### src/rtl/mux8_arb_pkg.sv
// mux8_arb_pkg: shared widths and FSM state type for the 8-way round-robin mux arbiter
package mux8_arb_pkg;
  localparam int N_REQ = 8;
  localparam int SEL_W = 3;
  typedef enum logic {IDLE, GRANT} arb_state_t;
endpackage

### src/rtl/rr_pick8.sv
// rr_pick8: combinational round-robin pick; in req[7:0], start[2:0] -> out valid, idx[2:0] (first set req bit at or after start, wrapping)
module rr_pick8 import mux8_arb_pkg::*; (
  input  logic [N_REQ-1:0] req,
  input  logic [SEL_W-1:0] start,
  output logic             valid,
  output logic [SEL_W-1:0] idx
);
  logic [N_REQ-1:0] rot;
  logic [SEL_W-1:0] off;
  assign rot = N_REQ'({req, req} >> start);
  always_comb begin
    off = '0;
    for (int i = N_REQ - 1; i >= 0; i--) if (rot[i]) off = SEL_W'(i);
  end
  assign valid = |rot;
  assign idx = start + off;
endmodule

### src/rtl/mux8_rr_arbiter.sv
// mux8_rr_arbiter: bounded-burst round-robin owner of an 8:1 mux select; in clk, rst, req[7:0] -> out gnt[7:0], sel[2:0], busy
module mux8_rr_arbiter import mux8_arb_pkg::*; #(
  parameter int MAX_BURST = 4
) (
  input  logic             clk,
  input  logic             rst,
  input  logic [N_REQ-1:0] req,
  output logic [N_REQ-1:0] gnt,
  output logic [SEL_W-1:0] sel,
  output logic             busy
);
  localparam int CNT_W = MAX_BURST > 1 ? $clog2(MAX_BURST) : 1;
  arb_state_t state_q, state_d;
  logic [SEL_W-1:0] owner_q, owner_d, ptr_q, ptr_d, sel_q, sel_d, start, idx;
  logic [CNT_W-1:0] cnt_q, cnt_d;
  logic [N_REQ-1:0] gnt_q, gnt_d;
  logic valid, burst_end;
  assign start = state_q == GRANT ? owner_q + SEL_W'(1) : ptr_q;
  rr_pick8 u_pick (.req(req), .start(start), .valid(valid), .idx(idx));
  assign burst_end = !req[owner_q] || cnt_q == CNT_W'(MAX_BURST - 1);
  always_comb begin
    state_d = state_q;
    owner_d = owner_q;
    ptr_d = ptr_q;
    cnt_d = cnt_q;
    if (state_q == IDLE) begin
      state_d = valid ? GRANT : IDLE;
      owner_d = valid ? idx : owner_q;
      cnt_d = '0;
    end else if (!burst_end) begin
      cnt_d = cnt_q + CNT_W'(1);
    end else begin
      ptr_d = owner_q + SEL_W'(1);
      state_d = valid ? GRANT : IDLE;
      owner_d = valid ? idx : owner_q;
      cnt_d = '0;
    end
    gnt_d = state_d == GRANT ? N_REQ'(1) << owner_d : '0;
    sel_d = state_d == GRANT ? owner_d : sel_q;
  end
  always_ff @(posedge clk or posedge rst) begin
    if (rst) begin
      state_q <= IDLE;
      owner_q <= '0;
      ptr_q <= '0;
      cnt_q <= '0;
      gnt_q <= '0;
      sel_q <= '0;
    end else begin
      state_q <= state_d;
      owner_q <= owner_d;
      ptr_q <= ptr_d;
      cnt_q <= cnt_d;
      gnt_q <= gnt_d;
      sel_q <= sel_d;
    end
  end
  assign gnt = gnt_q;
  assign sel = sel_q;
  assign busy = |gnt_q;
endmodule

### config.mk
export PLATFORM = sky130hd
export DESIGN_NAME = mux8_rr_arbiter
export DESIGN_NICKNAME = d
export VERILOG_FILES = /design/src/rtl/mux8_arb_pkg.sv /design/src/rtl/rr_pick8.sv /design/src/rtl/mux8_rr_arbiter.sv
export SDC_FILE = /design/constraint.sdc
export NUM_CORES = 1
export LEC_CHECK = 0
export ABC_AREA = 1
export BUFFER_PORTS_ARGS = -buffer_cell sky130_fd_sc_hd__buf_2
export CAP_MARGIN = 25
export CORE_MARGIN = 3
export CORE_UTILIZATION = 45
export CTS_CLUSTER_DIAMETER = 80
export DETAILED_ROUTE_END_ITERATION = 6
export GPL_TIMING_DRIVEN = 0
export PLACE_DENSITY = 0.64
export SLEW_MARGIN = 25
export SYNTH_ARGS = -nofsm -noshare
export SYNTH_HDL_FRONTEND = slang
export SYNTH_SLANG_ARGS = --single-unit
### constraint.sdc
create_clock -name clk -period 4.13 [get_ports clk]
set_clock_uncertainty 0.2 [all_clocks]
set_input_delay 0.413 -clock clk [delete_from_list [all_inputs] [get_ports clk]]
set_output_delay 0.413 -clock clk [all_outputs]
set_load 0.005 [all_outputs]
==> implementation parameters, run 1 <==
Parameter                              Value

Layout
  Ant diodes ... 0
  Non-filler cells in the finished layout ... 270
  Fillers ... approximately 300
  Footprint of the flip-flops and latches ... around 500 sq um
  Final design instance area without fill ... around 1600 sq um
  Share of layout cells above drive strength 1 ... 0.237
  # nets final ... 242
  Combined area of the multi-input logic cells ... roughly 810 sq um
  Area growth from synthesis to final layout ... 14.8%

Yosys
  Async set-or-reset flop fraction in the synthesized netlist ... 1.00
  Leading cell types by count after synthesis ... nand2_1, nand3_1, dfrtp_1
  Top-area cell type share of the netlist area ... 0.352
  Cell taking the most area after synthesis ... dfrtp_1
  Most used flip-flop cell after synthesis ... dfrtp_1
  Part of the Yosys area used for sequential elements ... 0.352
  Number of storage elements in the synthesis netlist ... 20
  Combined area of all synthesized cells ... 1420 sq um
  Most numerous cell in the Yosys netlist ... nand2_1
  Post-synth EDFFs ... 0
  Yosys cell types ... 27
  Number of warning messages in the yosys log ... 0
  Syn Area/Cell ... 7.00 sq um
  Mapped Cells ... 203
  Post-Syn Nets ... around 220
  Main area contributors after synthesis ... dfrtp_1, nand2_1, nand3_1

Floorplan
  Effective utilization at floorplan ... 0.494
  Die span in y ... between 60 and 70 um
  Ports ... 22
  Number of standard-cell rows in the floorplan ... 19
  Die Outline Area ... ~3900 sq um
  Floorplan die width ... about 62 um
  Core area ... 2880 sq um

Critical path
  Standard cell with the maximum stage delay on the critical path ... dfrtp_1
  Start-to-end type of the worst setup path ... reg -> reg
  Number of buffers and inverters on the critical path ... 2
  Required @ worst endpoint ... roughly 4200 ps
  Delay-heaviest family, CP ... simple AND/OR/NAND/NOR gates
  Element type at the critical path start ... flop
  Largest stage delay on the critical path ... 510 ps
  Maximum fanout count along the critical path ... 9
  Cell with the most instances on the worst path ... nand2_1
  Critical path cell sequence ... ha_1 > inv_1 > nand2_1 > o21ai_1 > nand3_1 > nand3_1 > nand2_1 > nand2_1 > nand2_1 > nand2_1 > nand2_1 > nand2_1 > nand2_1 > nand3_1 > inv_1 > fa_1 > xor2_1 > xnor2_1 > nand2_1 > nand2_2 > nand2_2 > nor2_1
  Arrival time at the worst endpoint ... 3660 ps
  Critical path capture point type ... flop

Global route
  Tot GR Track Use ... 0.180
  Global-route wire length before repair ... 5730 um
  Remaining global-route overflow ... 0
  Largest net degree at the start of global routing ... 21
  Antenna violations before repair ... 0
  Vias in the first global route ... roughly 1.3k

Route
  DRC violations left ... 0
  Vias per inst ... 4.85
  Post-detailed-route wirelength per cell ... around 12 um
  Length of the first detailed-routing pass in iterations ... 4
  Post-DRT Antenna Nets ... 0
  DRC marker count from the first detailed-route iteration ... 61
  Vias ... ~1.3k
  Detailed-route wire length ... 3130 um

Hold path
  Hold crit path type ... in -> async

STA
  Setup repair after global routing missed its margin ... no
  Worst hold slack across all endpoints ... 1.11 ps
  Post-route clock period utilization ... 0.877
  Min Tclk post-route ... 3620 ps
  Slew @ Worst Pin ... between 700 and 800 ps
  Final max-slew violation count ... 0
  Max-Slew Margin vs Limit ... 0.529
  Count of endpoints failing setup in the final report ... 0
  Hold Violations, Final ... 0
  Setup TNS Final ... 0 ps
  Highest achievable clock rate ... roughly 280 MHz

Outcome
  Result of the run ... finished, final reports clean

Clock tree
  Total CTS buffers ... 3
  Later-pin clock latency in the skew report ... roughly 300 ps
  TritonCTS clock tree ... yes
  Number of gates resized after cts ... 0
  Clock input transition at the sequential cells of the worst setup and hold paths ... roughly 110 ps
  Hold buffers post-CTS ... 0
  Clk root buf ... clkbuf_4
  Sinks on the clock net ... 20
  Bufs on Longest Clock Path ... 2
  Number of levels the H-tree was split into ... 1
  Number of buffers inserted to repair setup after CTS ... 0

Flow run
  Number of max-cap violations ... 0

Place
  Final HPWL DP ... 2510 um
  Post-placement cell count ... 266
  Final estimated routing congestion in global placement ... roughly 0.85
  Total placed instance area ... between 1500 and 2000 sq um
  Quantity of I/O buffers inserted on ports ... 21
-- layout make-up --
| cell class | instances | share of cell area |
|---|---|---|
| multi-input cells | 158 | 0.496 |
| flip-flops and latches | 20 | 0.307 |
| repair buffers | 21 | 0.0644 |
| inverters | 23 | 0.0544 |
| well taps | 42 | 0.0322 |
| clock inverters | 1 | 0.0184 |
| clock buffers | 3 | 0.0138 |
| plain buffers | 2 | 0.0138 |
-- logic make-up after synthesis --
logic type | after synthesis | synth area share
xor+xnor | 2 | 0.0123
fa+ha+maj | 3 | 0.0317
flops | 20 | 0.352
simple gates | 130 | 0.430
buf+inv | 25 | 0.0783
compound gates | 23 | 0.0960
-- per-stage QoR --
stage                util  worst slack (ps)
floorplan               -              1040
global placement    0.549               610
detailed placement  0.549               544
CTS                 0.567               501
global route        0.567               142
finish              0.567               507
-- worst register-to-register path: stages (launching register included) --
cell	delay [ps]
dfrtp_1	510
ha_1	340
inv_1	100
nand2_1	60
o21ai_1	270
nand3_1	200
nand3_1	120
nand2_1	100
nand2_1	80
nand2_1	40
nand2_1	60
nand2_1	40
nand2_1	60
nand2_1	60
nand3_1	110
inv_1	70
fa_1	370
xor2_1	180
xnor2_1	190
nand2_1	120
nand2_2	90
nand2_2	80
nor2_1	120
-- sequential cells by signal, summed over array words and instances (netlist names) --
| signal | flops |
|---|---|
| sel | 3 |
| ptr_q | 3 |
| state_q | 1 |
| owner_q | 3 |
| gnt | 8 |
| cnt_q | 2 |
-- cell usage in the layout (no fill, tap or decap) --
cell type,count
nand2_1,65
nand3_1,26
buf_2,21
dfrtp_1,20
inv_1,19
nor2_1,15
nand2_2,12
o21ai_0,7
a21oi_1,6
o21ai_1,4
nand2_4,3
inv_2,3
o21ai_2,3
clkbuf_4,3
buf_6,2
nand3b_1,2
nand3_2,2
nor4_1,2
ha_1,2
inv_4,1
a21boi_2,1
and2_1,1
o21a_1,1
a31oi_1,1
nor2_4,1
nor2_2,1
xor2_1,1
xnor2_1,1
fa_1,1
bufinv_16,1
-- routing by layer --
layer | vias to the layer above | wire length [um] | share of wire | GRT usage
met1 | 575 | 1430 | 0.46 | 0.210
li1 | 704 | - | - | -
met3 | 6 | 119 | 0.038 | 0.0288
met2 | 24 | 1530 | 0.49 | 0.324
met5 | - | 0 | 0 | 0
met4 | 0 | 51 | 0.016 | 0.0801
-- worst paths after layout --
path | cells past startpoint | slack, ps | end | from
worst min register to register | 1 | 240 | cnt_q[0] | cnt_q[0]
worst min-delay path | 2 | 1 | sel[1] | rst
worst max register to register | 22 | 510 | gnt[6] | owner_q[0]
max in group asynchronous | 2 | 3290 | owner_q[0] | rst
worst max-delay path | 22 | 510 | gnt[6] | owner_q[0]
min in group clk | 1 | 240 | cnt_q[0] | cnt_q[0]
Power of run 1 is not shown: default switching activity piles up to over one toggle a cycle in this logic, so the estimate is an artifact.
==> inputs of run 2 (changes only) <==
- BUFFER_PORTS_ARGS: -buffer_cell sky130_fd_sc_hd__buf_2 -> -buffer_cell sky130_fd_sc_hd__buf_4
==> implementation parameters, run 2 (synthesis results as in run 1) <==
Parameter                              Value

Route
  Vias per inst ... 4.91 (+1.2%)
  Detailed-route wire length ... 3100 um (-0.99%)
  Vias ... 1325 (+1.2%)
  Length of the first detailed-routing pass in iterations ... 4 (unchanged)
  Post-detailed-route wirelength per cell ... 11.5 um (-0.99%)
  DRC violations left ... 0 (unchanged)
  Post-DRT Antenna Nets ... 0 (unchanged)
  DRC marker count from the first detailed-route iteration ... 86 (+41%)

STA
  Min Tclk post-route ... 3620 ps (-0.734 ps)
  Setup repair after global routing missed its margin ... no
  Highest achievable clock rate ... 276 MHz (about the same)
  Setup TNS Final ... 0 ps (unchanged)
  Max-Slew Margin vs Limit ... 0.521 (-0.00829)
  Hold Violations, Final ... 0 (unchanged)
  Post-route clock period utilization ... 0.877 (about the same)
  Count of endpoints failing setup in the final report ... 0 (unchanged)
  Final max-slew violation count ... 0 (unchanged)
  Worst hold slack across all endpoints ... 31.3 ps (+30.2 ps)
  Slew @ Worst Pin ... 718 ps (+12.4 ps)

Floorplan
  Core area ... 2880 sq um (unchanged)
  Die Outline Area ... 3870 sq um (unchanged)
  Floorplan die width ... 62.2 um (unchanged)
  Effective utilization at floorplan ... 0.494 (unchanged)
  Ports ... 22 (unchanged)
  Die span in y ... 62.2 um (unchanged)
  Number of standard-cell rows in the floorplan ... 19 (unchanged)

Clock tree
  Number of levels the H-tree was split into ... 1 (unchanged)
  Clock input transition at the sequential cells of the worst setup and hold paths ... 100 ps (about the same)
  Sinks on the clock net ... 20 (unchanged)
  Total CTS buffers ... 3 (unchanged)
  Hold buffers post-CTS ... 0 (unchanged)
  Bufs on Longest Clock Path ... 2 (unchanged)
  Later-pin clock latency in the skew report ... 290 ps (about the same)
  Number of buffers inserted to repair setup after CTS ... 0 (unchanged)
  TritonCTS clock tree ... yes
  Number of gates resized after cts ... 0 (unchanged)
  Clk root buf ... clkbuf_4

Global route
  Global-route wire length before repair ... 5390 um (-6.0%)
  Vias in the first global route ... 1255 (-5.9%)
  Most utilized layer in the global route result ... met2
  Remaining global-route overflow ... 0 (unchanged)
  Antenna violations before repair ... 0 (unchanged)
  Met3 capacity usage during global routing ... 0.0162 (-0.0126)
  Largest net degree at the start of global routing ... 21 (unchanged)
  Met2 Usage GRT ... 0.305 (-0.0188)
  Tot GR Track Use ... 0.170 (-0.0107)
  Met1 Use GR ... 0.215 (+0.00479)

Critical path
  Maximum fanout count along the critical path ... 9 (unchanged)
  Arrival time at the worst endpoint ... 3640 ps (-20 ps)
  Element type at the critical path start ... flop
  Critical path capture point type ... flop
  Start-to-end type of the worst setup path ... reg -> reg
  Required @ worst endpoint ... 4150 ps (-20 ps)

Place
  Quantity of I/O buffers inserted on ports ... 21 (unchanged)
  Final HPWL DP ... 2550 um (+1.8%)
  Post-placement cell count ... 266 (unchanged)
  Final estimated routing congestion in global placement ... 0.837 (-0.95%)

Layout
  Non-filler cells in the finished layout ... 270 (unchanged)
  Area growth from synthesis to final layout ... 17.3%
  Number of flip-flops in the largest register ... 8 (unchanged)
  Share of layout cells above drive strength 1 ... 0.237 (unchanged)
  Ant diodes ... 0 (unchanged)
  # nets final ... 242 (unchanged)
  Commonest non-fill, non-tap cell in the layout ... nand2_1
  Commonest cells after routing, fill and taps aside ... nand2_1, nand3_1, buf_4

Hold path
  Hold crit path type ... in -> async

Flow run
  Number of max-cap violations ... 0 (unchanged)

Outcome
  Result of the run ... finished, final reports clean
==> run 2: cell types whose count changed in the layout (fill, tap and decap cells not counted) <==
cell       previous run  this run
buf_4                 0        21
buf_2                21         0
clkbuf_8              0         1
bufinv_16             1         0
==> run 2: path summary, 6_finish.rpt <==
| kind | startpoint | endpoint | slack, ps | cells after the start |
|---|---|---|---|---|
| max in group asynchronous | rst | gnt[2] | 3240 | 2 |
| setup reg to reg | owner_q[0] | gnt[4] | 510 | 22 |
| setup / recovery | owner_q[0] | gnt[4] | 510 | 22 |
| hold reg to reg | cnt_q[0] | cnt_q[0] | 240 | 1 |
| min in group clk | cnt_q[0] | cnt_q[0] | 240 | 1 |
| hold / removal | rst | ptr_q[0] | 30 | 2 |
==> run 2: worst max-delay path: stages (launching register included) <==
cell and delay [ps]:
dfrtp_1 510, ha_1 340, inv_1 100, nand2_1 60, o21ai_1 260, nand3_1 230
nand3_1 160, nand2_1 60, nand2_1 50, nand2_1 40, nand2_1 60, nand2_1 40
nand2_1 60, nand2_1 70, nand3_1 110, inv_1 60, fa_1 380, xor2_1 180
xnor2_1 190, nand2_1 110, nand2_2 90, nand2_2 70, nor2_1 130
==> run 2: cell type report <==
| cell class | instances | area, sq um |
|---|---|---|
| Clock buffer | 4 | 36.3 |
| Tap cell | 42 | 52.6 |
| Inverter | 23 | 88.8 |
| Multi-Input combinational cell | 158 | 810 |
| Fill cell | 289 | 1210 |
| Sequential cell | 20 | 500 |
| Timing Repair Buffer | 21 | 158 |
| Buffer | 2 | 22.5 |
==> run 2: stage by stage <==
stage	instance area, sq um	util	setup slack (ps)
after floorplan	1420	-	1040
after global placement	1630	0.567	584
after detailed placement	1630	0.567	514
after CTS	1670	0.580	465
after global routing	1670	0.580	151
final	1670	0.580	508
==> run 2: layer usage <==
| metal | part of all wire | routed length [um] |
|---|---|---|
| met1 | 0.45 | 1390 |
| met2 | 0.51 | 1580 |
| met3 | 0.030 | 92 |
| met4 | 0.0094 | 29 |
| met5 | 0 | 0 |
Power of run 2 is left out for the same reason.
==> inputs of run 3 (changes only) <==
- CELL_PAD_IN_SITES_DETAIL_PLACEMENT: unset -> 0
- CELL_PAD_IN_SITES_GLOBAL_PLACEMENT: unset -> 2
- CORE_UTILIZATION: 45 -> 31
- PLACE_DENSITY: 0.64 -> 0.76
- RECOVER_POWER: unset -> 50
==> implementation parameters, run 3 (synthesis results as in run 1) <==
Parameter                              Value

Outcome
  Result of the run ... finished, final reports clean

Critical path
  Standard cell with the maximum stage delay on the critical path ... dfrtp_1
  Arrival time at the worst endpoint ... 3750 ps (+110 ps)
  Worst setup slack for register-to-register paths ... 370 ps (-140 ps)
  Capturing point of the worst reg2reg path ... gnt[5]
  Largest stage delay on the critical path ... 500 ps (about the same)
  Critical path capture point type ... flop
  Element type at the critical path start ... flop
  Required @ worst endpoint ... 4110 ps (-40 ps)
  Critical path cell sequence ... ha_1 > inv_1 > nand2_1 > o21ai_1 > nand3_1 > nand3_1 > nand2_1 > nand2_1 > nand2_1 > nand2_1 > nand2_1 > nand2_1 > nand2_1 > nand3_1 > inv_1 > fa_1 > xor2_1 > xnor2_1 > nand2_1 > nand2_2 > nand2_2 > nor2_1
  Number of buffers and inverters on the critical path ... 2 (unchanged)
  Cell with the most instances on the worst path ... nand2_1
  Reg2reg path depth ... 22 (unchanged)
  Start-to-end type of the worst setup path ... reg -> reg
  Delay-heaviest family, CP ... simple AND/OR/NAND/NOR gates
  Maximum fanout count along the critical path ... 9 (unchanged)
  R2R Path Start ... owner_q[0]

Place
  Final HPWL DP ... 2990 um (+17%)
  Final estimated routing congestion in global placement ... 0.807 (-3.6%)
  Quantity of I/O buffers inserted on ports ... 21 (unchanged)

Layout
  Ant diodes ... 0 (unchanged)
  # nets final ... 242 (unchanged)
  Commonest cells after routing, fill and taps aside ... nand2_1, nand3_1, dfrtp_1
  Area growth from synthesis to final layout ... 20.5%
  Fillers ... 460 (+59%)
  Commonest non-fill, non-tap cell in the layout ... nand2_1
  Combined area of the multi-input logic cells ... 810 sq um (unchanged)
  Footprint of the flip-flops and latches ... 500 sq um (unchanged)
  Number of flip-flops in the largest register ... 8 (unchanged)
  Share of layout cells above drive strength 1 ... 0.237 (unchanged)

Floorplan
  Die span in y ... 73.7 um (+19%)
  Floorplan die width ... 73.7 um (+19%)
  Number of standard-cell rows in the floorplan ... 23 (+4)
  Die Outline Area ... 5430 sq um (+40%)
  Effective utilization at floorplan ... 0.338 (-0.156)
  Core area ... 4200 sq um (+46%)
  Ports ... 22 (unchanged)

Global route
  Remaining global-route overflow ... 0 (unchanged)
  Tot GR Track Use ... 0.146 (-0.0234)
  Antenna violations before repair ... 0 (unchanged)
  Global-route wire length before repair ... 6190 um (+15%)
  Largest net degree at the start of global routing ... 21 (unchanged)
  Vias in the first global route ... 1335 (+6.4%)

Hold path
  Hold crit path type ... in -> async

Clock tree
  Sinks on the clock net ... 20 (unchanged)
  Number of gates resized after cts ... 0 (unchanged)
  Number of levels the H-tree was split into ... 1 (unchanged)
  Clk root buf ... clkbuf_8
  TritonCTS clock tree ... yes
  Total CTS buffers ... 3 (unchanged)
  Later-pin clock latency in the skew report ... 260 ps (-30 ps)
  Number of buffers inserted to repair setup after CTS ... 0 (unchanged)
  Bufs on Longest Clock Path ... 2 (unchanged)
  Clock input transition at the sequential cells of the worst setup and hold paths ... 80 ps (-20 ps)
  Hold buffers post-CTS ... 0 (unchanged)

STA
  Max-Slew Margin vs Limit ... 0.491 (-0.0296)
  Slew @ Worst Pin ... 763 ps (+44.3 ps)
  Min Tclk post-route ... 3760 ps (+142 ps)
  Count of endpoints failing setup in the final report ... 0 (unchanged)
  Setup repair after global routing missed its margin ... no
  Final max-slew violation count ... 0 (unchanged)
  Hold Violations, Final ... 0 (unchanged)
  Post-route clock period utilization ... 0.912 (+0.0345)
  Highest achievable clock rate ... 266 MHz (-3.8%)
  Setup TNS Final ... 0 ps (unchanged)

Route
  DRC violations left ... 0 (unchanged)
  Length of the first detailed-routing pass in iterations ... 4 (unchanged)
  Post-DRT Antenna Nets ... 0 (unchanged)
  Vias per inst ... 4.78 (-2.7%)
  Vias ... 1328 (+0.23%)
  DRC marker count from the first detailed-route iteration ... 64 (-26%)
  Detailed-route wire length ... 3630 um (+17%)
  Post-detailed-route wirelength per cell ... 13.1 um (+14%)

Flow run
  Number of max-cap violations ... 0 (unchanged)
run 3: final cells by class:
| type | count | share of cell area |
|---|---|---|
| Clock inverter | 1 | 0.0175 |
| Timing Repair Buffer | 21 | 0.0920 |
| Tap cell | 50 | 0.0365 |
| Buffer | 2 | 0.0131 |
| Multi-Input combinational cell | 158 | 0.473 |
| Clock buffer | 3 | 0.0241 |
| Sequential cell | 20 | 0.292 |
| Inverter | 23 | 0.0519 |
run 3: per-stage QoR:
stage	instance area, sq um	hold WS, ps	utilization	std cells	setup WS, ps
floorplan	1420	177	-	203	1040
global placement	1640	221	0.391	274	488
detailed placement	1640	231	0.391	274	407
CTS	1710	108	0.408	278	369
global route	1710	156	0.408	278	102
finish	1710	89.5	0.408	278	365
run 3: worst max path at each step:
stage	to	start	slack, ps	cells past startpoint
global route	gnt[6]	owner_q[0]	100	22
floorplan	gnt[6]	owner_q[0]	1040	22
detailed placement	gnt[5]	owner_q[0]	410	22
global placement	gnt[6]	owner_q[0]	490	22
CTS	gnt[5]	owner_q[0]	370	22
finish	gnt[5]	owner_q[0]	370	22
run 3: per-layer routing:
| layer | share of wire | routed length, um | track usage |
|---|---|---|---|
| met2 | 0.44 | 1590 | 0.213 |
| met1 | 0.52 | 1870 | 0.217 |
| met5 | 0 | 0 | 0 |
| met4 | 0.0083 | 30 | 0.0322 |
| met3 | 0.037 | 136 | 0.0342 |
Power of run 3 is left out for the same reason.
